<file path="config.mk">
export PLATFORM = sky130hd
export DESIGN_NAME = pt_fetcher_pack
export DESIGN_NICKNAME = d
export VERILOG_FILES = /design/src/rtl/pt_fetcher_pack.sv
export SDC_FILE = /design/constraint.sdc
export NUM_CORES = 1
export LEC_CHECK = 0
export CORE_MARGIN = 5
export CORE_UTILIZATION = 53
export DETAILED_ROUTE_END_ITERATION = 16
export GPL_ROUTABILITY_DRIVEN = 0
export MAX_ROUTING_LAYER = met4
export PLACE_DENSITY = 0.91
export SETUP_SLACK_MARGIN = 0.15
export SLEW_MARGIN = 10
export SYNTH_ARGS = -nofsm -noshare
export SYNTH_HDL_FRONTEND = slang
export SYNTH_SLANG_ARGS = --single-unit
</file>
<file path="constraint.sdc">
create_clock -name clock -period 3.6 [get_ports clock]
set_input_delay 0.9 -clock clock [delete_from_list [all_inputs] [get_ports clock]]
set_output_delay 0.9 -clock clock [all_outputs]
set_load 0.05 [all_outputs]
</file>
<file path="src/rtl/pt_fetcher_pack.sv">
// rtl/pt_fetcher_pack.sv - read-modify-write pixel packer between transform stage and pixel memory
//
// Accepts transformed points into a small FIFO, reads the packed memory word
// holding each point, inserts the pixel into its lane and writes the word back.
// Consecutive points landing in the same word share one read/write pair.
//
// Ports:
//   clock, reset                  rising-edge clock, asynchronous active-low reset
//   pt_flag/done_pt               point valid / ready (accept when both high)
//   pt_x, pt_y, pt_pixel          point coordinates and truncated pixel
//   transparent                   1 = zero pixels leave the memory lane untouched
//   ptf_flag/done_ptf             memory request valid / acknowledge
//   ptf_wr                        0 = read, 1 = write
//   ptf_x, ptf_y                  word-aligned memory address
//   ptf_pixel_write               write data
//   ptf_pixel_read                read data, sampled on the read acknowledge
module pt_fetcher_pack #(
    parameter int PIX_W     = 12,
    parameter int LOG_PPW   = 2,
    parameter int X_W       = 10,
    parameter int Y_W       = 10,
    parameter int LOG_DEPTH = 2
) (
    input  logic                          clock,
    input  logic                          reset,
    input  logic                          pt_flag,
    input  logic [X_W-1:0]                pt_x,
    input  logic [Y_W-1:0]                pt_y,
    input  logic [PIX_W-1:0]              pt_pixel,
    output logic                          done_pt,
    input  logic                          transparent,
    output logic                          ptf_flag,
    output logic                          ptf_wr,
    output logic [X_W-1:0]                ptf_x,
    output logic [Y_W-1:0]                ptf_y,
    output logic [(PIX_W<<LOG_PPW)-1:0]   ptf_pixel_write,
    input  logic                          done_ptf,
    input  logic [(PIX_W<<LOG_PPW)-1:0]   ptf_pixel_read
);

    localparam int PPW   = 1 << LOG_PPW;
    localparam int MEM_W = PIX_W * PPW;
    localparam int DEPTH = 1 << LOG_DEPTH;

    typedef enum logic [1:0] {IDLE, READ, MERGE, WRITE} state_t;

    state_t state, state_n;

    logic [X_W-1:0]   fifo_x   [DEPTH];
    logic [Y_W-1:0]   fifo_y   [DEPTH];
    logic [PIX_W-1:0] fifo_pix [DEPTH];
    logic [LOG_DEPTH:0] wr_ptr, rd_ptr;
    logic empty, full, push, pop;

    // Holds done_pt low for the first cycle after reset is released.
    logic running;

    logic [X_W-1:0]   cur_x, head_x;
    logic [Y_W-1:0]   cur_y, head_y;
    logic [PIX_W-1:0] cur_pix, head_pix;
    logic [MEM_W-1:0] wbuf, wbuf_n;
    logic flag_q, flag_n, wr_q, wr_n;
    logic same_word;

    assign empty = (wr_ptr == rd_ptr);
    assign full  = (wr_ptr[LOG_DEPTH] != rd_ptr[LOG_DEPTH]) &&
                   (wr_ptr[LOG_DEPTH-1:0] == rd_ptr[LOG_DEPTH-1:0]);
    assign done_pt = running & ~full;
    assign push    = pt_flag & done_pt;

    assign head_x   = fifo_x[rd_ptr[LOG_DEPTH-1:0]];
    assign head_y   = fifo_y[rd_ptr[LOG_DEPTH-1:0]];
    assign head_pix = fifo_pix[rd_ptr[LOG_DEPTH-1:0]];

    assign same_word = (head_y == cur_y) &&
                       (head_x[X_W-1:LOG_PPW] == cur_x[X_W-1:LOG_PPW]);

    // The address comes straight from cur; cur only changes in IDLE or in
    // MERGE (same word), so it is stable for the whole request.
    assign ptf_flag        = flag_q;
    assign ptf_wr          = wr_q;
    assign ptf_x           = {cur_x[X_W-1:LOG_PPW], {LOG_PPW{1'b0}}};
    assign ptf_y           = cur_y;
    assign ptf_pixel_write = wbuf;

    always_ff @(posedge clock) begin
        if (push) begin
            fifo_x[wr_ptr[LOG_DEPTH-1:0]]   <= pt_x;
            fifo_y[wr_ptr[LOG_DEPTH-1:0]]   <= pt_y;
            fifo_pix[wr_ptr[LOG_DEPTH-1:0]] <= pt_pixel;
        end
    end

    always_comb begin
        state_n = state;
        pop     = 1'b0;
        flag_n  = flag_q;
        wr_n    = wr_q;
        wbuf_n  = wbuf;
        case (state)
            IDLE: begin
                if (!empty) begin
                    pop     = 1'b1;
                    state_n = READ;
                end
            end
            READ: begin
                // First cycle in READ raises the request; ack counts only once it is up.
                if (!flag_q) begin
                    flag_n = 1'b1;
                    wr_n   = 1'b0;
                end else if (done_ptf) begin
                    flag_n  = 1'b0;
                    wbuf_n  = ptf_pixel_read;
                    state_n = MERGE;
                end
            end
            MERGE: begin
                if (!(transparent && (cur_pix == '0))) begin
                    for (int k = 0; k < PPW; k++) begin
                        if (cur_x[LOG_PPW-1:0] == LOG_PPW'(k)) begin
                            wbuf_n[k*PIX_W +: PIX_W] = cur_pix;
                        end
                    end
                end
                if (!empty && same_word) begin
                    pop = 1'b1;
                end else begin
                    state_n = WRITE;
                end
            end
            WRITE: begin
                if (!flag_q) begin
                    flag_n = 1'b1;
                    wr_n   = 1'b1;
                end else if (done_ptf) begin
                    flag_n  = 1'b0;
                    wr_n    = 1'b0;
                    state_n = IDLE;
                end
            end
            default: state_n = IDLE;
        endcase
    end

    always_ff @(posedge clock or negedge reset) begin
        if (!reset) begin
            state   <= IDLE;
            running <= 1'b0;
            wr_ptr  <= '0;
            rd_ptr  <= '0;
            cur_x   <= '0;
            cur_y   <= '0;
            cur_pix <= '0;
            wbuf    <= '0;
            flag_q  <= 1'b0;
            wr_q    <= 1'b0;
        end else begin
            state   <= state_n;
            running <= 1'b1;
            flag_q  <= flag_n;
            wr_q    <= wr_n;
            wbuf    <= wbuf_n;
            if (push) begin
                wr_ptr <= wr_ptr + 1'b1;
            end
            if (pop) begin
                rd_ptr  <= rd_ptr + 1'b1;
                cur_x   <= head_x;
                cur_y   <= head_y;
                cur_pix <= head_pix;
            end
        end
    end

endmodule

</file>
After elaboration in Yosys (flattened, before gate mapping)

Memory sizes are Yosys's and may differ from the RTL's. A register that Yosys moved wholly into a read port is not among the register bits.
Index checks and enable logic that the tools add are counted.

Output and inout port bits: 71
Memories kept: 3
Input bits: 85
Bits in writable memories: 128
Logic and storage cells: 88
Flip-flop bits (word level): 79

Memory list:

| memory   | depth | width | rd ports | clocked after Yosys merged registers in | write ports | RTL line | source |
|---|---|---|---|---|---|---|---|
| fifo_pix | 4     | 12    | 1        | 1                                       | 1           | 51       | `logic [PIX_W-1:0] fifo_pix [DEPTH];` |
| fifo_x   | 4     | 10    | 1        | 0                                       | 1           | 49       | `logic [X_W-1:0] fifo_x [DEPTH];` |
| fifo_y   | 4     | 10    | 1        | 0                                       | 1           | 50       | `logic [Y_W-1:0] fifo_y [DEPTH];` |

$add $sub $neg: 2
Bitwise logic cells: 3
Reductions and logical operators: 18
Equal/unequal tests: 24
Mux-type cells: 26

Operator list:

| operator                                            | count |
|---|---|
| two-way mux 48 bit                                  | 3 |
| one-hot mux 48 bit (2 select lines)                 | 1 |
| two-way mux 12 bit                                  | 4 |
| inequality test 2 bit, second input constant        | 12 |
| AND reduction 5 bit                                 | 4 |
| zero test 12 bit                                    | 1 |
| two-way mux 2 bit                                   | 6 |
| equality test 10 bit                                | 1 |
| two-way mux 1 bit                                   | 9 |
| equality test 2 bit, second input constant          | 4 |
| equality test 8 bit                                 | 1 |
| one-hot mux 2 bit (4 select lines)                  | 1 |
| adder 3 x 1 -> 3 bit, second input constant         | 2 |
| AND reduction 6 bit                                 | 1 |
| equality test 2 x 1 -> 1 bit, second input constant | 2 |
| logical AND 1 bit                                   | 4 |
| zero test 2 bit                                     | 2 |
| one-hot mux 1 bit (2 select lines)                  | 2 |
| nonzero test 2 bit                                  | 2 |
| equality test 3 bit                                 | 1 |
| inequality test 3 bit, second input constant        | 1 |
| AND reduction 3 bit                                 | 1 |
| AND 1 bit                                           | 2 |
| equality test 2 bit                                 | 1 |
| other kinds (4)                                     | 5 |

Longest topological paths before layout

Depth in word-level cells: 7
Mapped depth: 11
Gate-level depth less buffers: 7

Worst setup path before layout

Ideal clock, no wire load.

Path kind: reg2reg
Start point: register rd_ptr[1]
End point: memory fifo_pix[3][0], enable pin
Data required time: 3206 ps
Path buffers: 3
Slack: -420 ps
Stages on the path, launching flop included: 8
Setup time: 394 ps
Arrival: 3626 ps
Period minus slack after synthesis: 4020 ps
Path through: dfrtp_1 > clkbuf_1 > buf_2 > buf_2 > xor2_1 > nor2_1 > a21boi_0 > and3_1

Word-level cells in the longest chain between the ends: 7

Ends and longest elaborated chain:

| what                                    | RTL line | source |
|---|---|---|
| start, declared                         | 52       | `logic [LOG_DEPTH:0] wr_ptr, rd_ptr;` |
| start signal, assigned                  | 168      | `rd_ptr <= rd_ptr + 1'b1;` |
| equality test 2 bit                     | 67       | `(wr_ptr[LOG_DEPTH-1:0] == rd_ptr[LOG_DEPTH-1:0]);` |
| logical AND 1 bit                       | 66       | `assign full = (wr_ptr[LOG_DEPTH] != rd_ptr[LOG_DEPTH]) &&` |
| inverter 1 bit                          | 68       | `assign done_pt = running & ~full;` |
| AND 1 bit                               | 68       |  |
| net done_pt                             | 30       | `output logic done_pt,` |
| AND 1 bit                               | 69       | `assign push = pt_flag & done_pt;` |
| two-way mux 1 bit                       | 87       | `if (push) begin` |
| two-way mux 1 bit (implied by the code) | 90       | `fifo_pix[wr_ptr[LOG_DEPTH-1:0]] <= pt_pixel;` |
| end, declared                           | 51       |  |

The timed path passes the listed nets, and every way through them passes these cells.

Worst setup path in the final report

Start point: register rd_ptr[1]
End point: register cur_y[9] (netlist: ptf_y[9])

Word-level cells in the longest chain between the ends: 6
Elaborated cells on any way between the ends: 11
Those cells by class: eq/ne (3); mux (3); reduce/logical (3); memory (2)

Ends and longest elaborated chain:

| what                                                        | RTL line | source |
|---|---|---|
| memory (4 x 10 bit) (on tied branches)                      | n/a      |  |
| equality test 10 bit or equality test 8 bit (tied branches) | 75, 76   |  |
| logical AND 1 bit                                           | 75       | `assign same_word = (head_y == cur_y) &&` |
| logical AND 1 bit                                           | 126      | `if (!empty && same_word) begin` |
| two-way mux 1 bit                                           | 126      |  |
| one-hot mux 1 bit (2 select lines)                          | 100      | `case (state)` |
| end signal, assigned                                        | 170      | `cur_y <= head_y;` |
| end, declared                                               | 59       | `logic [Y_W-1:0] cur_y, head_y;` |

Parallel ways exist; a longest one is shown, timed or not.
A chain may end at the register's enable or synchronous reset.

==> run summary <==
Max-cap violations in this run came to 0. 156 I/O pins were placed. The signed area change from the synthesized netlist to the final layout is 26.2%, and the sum of negative setup slack is 0 ns. After legalization and detailed placement, the total HPWL measured 15.0 mm. After synthesis, the share of flip-flops with an asynchronous set or reset is 41.6%.

The number of placed instances, taps included was 957. The core area is 17400 µm². The average size of a mapped cell works out to 15.8 µm². The number of instances resized during post-cts repair is 1. Setup repair after global routing left no endpoint under its margin.

In the final layout, the share of cells above drive strength 1 is 20.7%. The tools report the via count of the first global-routing pass as 6124. Kind of start point of the critical path: a flop. Leaving out fill and tap cells, the most frequent cell in the layout is sky130_fd_sc_hd__clkdlybuf4s50_1. The top cell types in the final layout, fill and taps aside, are 151 x sky130_fd_sc_hd__clkdlybuf4s50_1, 128 x sky130_fd_sc_hd__edfxtp_1, 89 x sky130_fd_sc_hd__dfrtp_1.

After the first detailed-routing iteration, the DRC count stood at 353. Dividing total power by cell area gives a power density of 1010 nW/µm². The count of H-tree levels built during CTS is 1, and the clock-pin slew on the worst setup and hold paths is 0.06 ns. The total leakage power was 0.00471 µW; the count of buffers added by post-CTS timing repair for setup was 0. For the pin with the worst max-slew slack, the measured transition is 0.745 ns. After detailed routing, the total wire length is 21.7 mm.

The total congestion overflow was 0; the wire length of the first global-routing pass was 33.4 mm. Library cell used as clock root buffer: sky130_fd_sc_hd__clkbuf_16. The starting density of the core was 54.3%; the number of nets in the layout was 850.

Minimum period implied by the final worst setup slack: 3.34 ns. Buffers inserted to repair hold after CTS numbered 0. At the end of the flow the core is filled with cells to 68.6%.

The path class of the tightest hold or removal check is input port to asynchronous set/reset pin. The count of vias placed by the detailed router came out at 5612. The largest fanout of any net on the critical path works out to 30. At the later pin of the worst-skew pair, clock insertion delay measures 0.49 ns. In this run the tightest slew margin relative to its limit is 50.3%. Global routing used 21.5% of the available tracks. The kind of critical path is flop to flop. After synthesis the cells add up to 9460 µm². Measured along the x axis, the die boundary spans 144 µm. The number of antenna violations at the first check in global routing was 2. The TritonCTS buffer count was 22. The worst-case register-to-register setup slack is 0.26 ns. The endpoint kind of the worst setup timing path was a flop. After the flow finishes, the layout carries non-filler instances totaling 999. The post-route cell area is 11900 µm². Total power for the finished layout comes to 12000 µW.

Clock tree synthesis found a total of 219 sinks. Of the available clock period, the critical path in the final layout requires 92.7%. The maximum operating frequency is 300 MHz. The tools report the maximum ir drop on the vdd rail as 0.000675 V. The distinct cell type count after synthesis is 43, and the total die area is 20600 µm². Measured along the y axis, the die boundary spans 144 µm.

TritonCTS built the clock tree. The arrival time of the worst setup path was 3.71 ns; the instance area after placement was 11200 µm². The tools report the buffer levels on the longest clock path as 3. The tools report the number of warnings reported in the yosys synthesis log as 0. The run gives 0 as the final-report hold violation count.

The number of synthesized flops with an enable pin is 128. The clock arrives with 0.00889 ns of skew. The detail route stage leaves a number of antenna-violating nets equal to 0. Sequential element share of the synthesized area: 64.7%. Entering global routing, the biggest net connects 68 pins.

Row generation in the floorplan step produced 48 rows. Using the TritonRoute via totals, the vias-per-cell ratio works out to 5.62. Routed wirelength normalized by instance count: 21.7 µm.

At the worst endpoint, the required time is 3.97 ns. The count of unresolved DRC violations after routing came out at 0. During placement, the flow inserted port buffers numbering 153.

The run gives 0 as the number of setup violations in the final report. The run gives 0 as the total count of max-transition violations in the final report. After synthesis the netlist holds a flip-flop and latch count of 219.

The flow ran to the end, and the final reports show no timing, DRC or antenna violations. The first-pass iteration count of the detailed router came out at 5. Cell count after synthesis: 600. The primary flip-flop cell chosen by synthesis mapping is sky130_fd_sc_hd__edfxtp_1. After filler insertion, the fill cell instance count of the layout stands at 1089.
## sequential cells by signal, summed over array words and instances, names as in the netlist
| name | count |
|---|---|
| ptf_pixel_write | 48 |
| cur_pix | 12 |
| ptf_y | 10 |
| running | 1 |
| fifo_pix | 48 |
| fifo_x | 40 |
| ptf_wr | 1 |
| wr_ptr | 3 |
| state | 2 |
| ptf_flag | 1 |
| cur_x | 10 |
| fifo_y | 40 |
| rd_ptr | 3 |
## power by group
| part | total [µW] | leakage [µW] | switching [µW] | internal [µW] |
|---|---|---|---|---|
| Sequential | 4030 | 0.00224 | 619 | 3410 |
| Clock | 2280 | 0.000362 | 904 | 1380 |
| Combinational | 5690 | 0.00211 | 3190 | 2500 |
## per-stage QoR
stage / hold slack (ns) / setup slack, ns
6_report: 0.434 / 0.263
3_3_place_gp: 0.473 / 0.441
2_1_floorplan: 0.460 / 0.388
5_1_grt: 0.484 / 0.165
3_5_place_dp: 0.495 / 0.351
4_1_cts: 0.445 / 0.244
## path summary, 6_finish.rpt
kind / start / cells after the start / endpoint
max: rd_ptr[1] / 7 / ptf_y[9]
min: reset / 1 / ptf_pixel_write[33]
max reg2reg: rd_ptr[1] / 7 / ptf_y[9]
min reg2reg: ptf_pixel_write[42] / 1 / ptf_pixel_write[42]
max in group asynchronous: reset / 2 / ptf_pixel_write[12]
min in group clock: ptf_pixel_write[42] / 1 / ptf_pixel_write[42]
## cells in the mapped netlist, types with 7 or more instances
library cell	count	area share [%]
sky130_fd_sc_hd__edfxtp_1	128	41
sky130_fd_sc_hd__dfrtp_1	91	24
sky130_fd_sc_hd__inv_1	56	2.2
sky130_fd_sc_hd__mux2_2	56	6.7
sky130_fd_sc_hd__o21ai_0	53	2.8
sky130_fd_sc_hd__mux2_4	29	4.6
sky130_fd_sc_hd__nand2_1	22	0.87
sky130_fd_sc_hd__mux4_2	20	4.8
sky130_fd_sc_hd__xnor2_1	19	1.8
sky130_fd_sc_hd__clkbuf_1	16	0.63
sky130_fd_sc_hd__mux2i_1	16	1.7
sky130_fd_sc_hd__buf_4	10	0.79
sky130_fd_sc_hd__ha_1	9	1.2
sky130_fd_sc_hd__xor2_1	8	0.74
sky130_fd_sc_hd__mux4_1	7	1.9
## cells by family after synthesis
family	synth area share, %
adders and majority gates	1.19
and+or+nand+nor	3.04
DFF	64.7
buffers and inverters	4.68
AOI/OAI and AO/OA	4.13
other	0.0794
muxes	19.7
xor gates and xnor gates	2.50
## cell type report
type,count,area [µm²],share of cell area (%)
sequential,219,6130,51.3
multi-input combinational,292,2910,24.4
timing repair buffer,165,1670,14.0
clock buffer,35,683,5.72
tap,225,282,2.36
inverter,56,210,1.76
clock inverter,5,53.8,0.451
antenna,2,5.00,0.0419
## layer usage
metal	share of wire [%]	GRT usage, %	vias up
li1	-	-	2494
met3	9.1	3.96	35
met1	39	26.1	2817
met5	0	-	-
met2	49	36.8	266
met4	3.0	6.79	0
## critical path: stages (launching register included)
cell	delay, ns
sky130_fd_sc_hd__dfrtp_2	0.85
sky130_fd_sc_hd__mux4_1	0.46
sky130_fd_sc_hd__xnor2_1	0.29
sky130_fd_sc_hd__nand4_1	0.16
sky130_fd_sc_hd__or4_1	0.48
sky130_fd_sc_hd__o31a_2	0.39
sky130_fd_sc_hd__buf_4	0.24
sky130_fd_sc_hd__mux2_4	0.34
(Power assumes the default switching activity.)
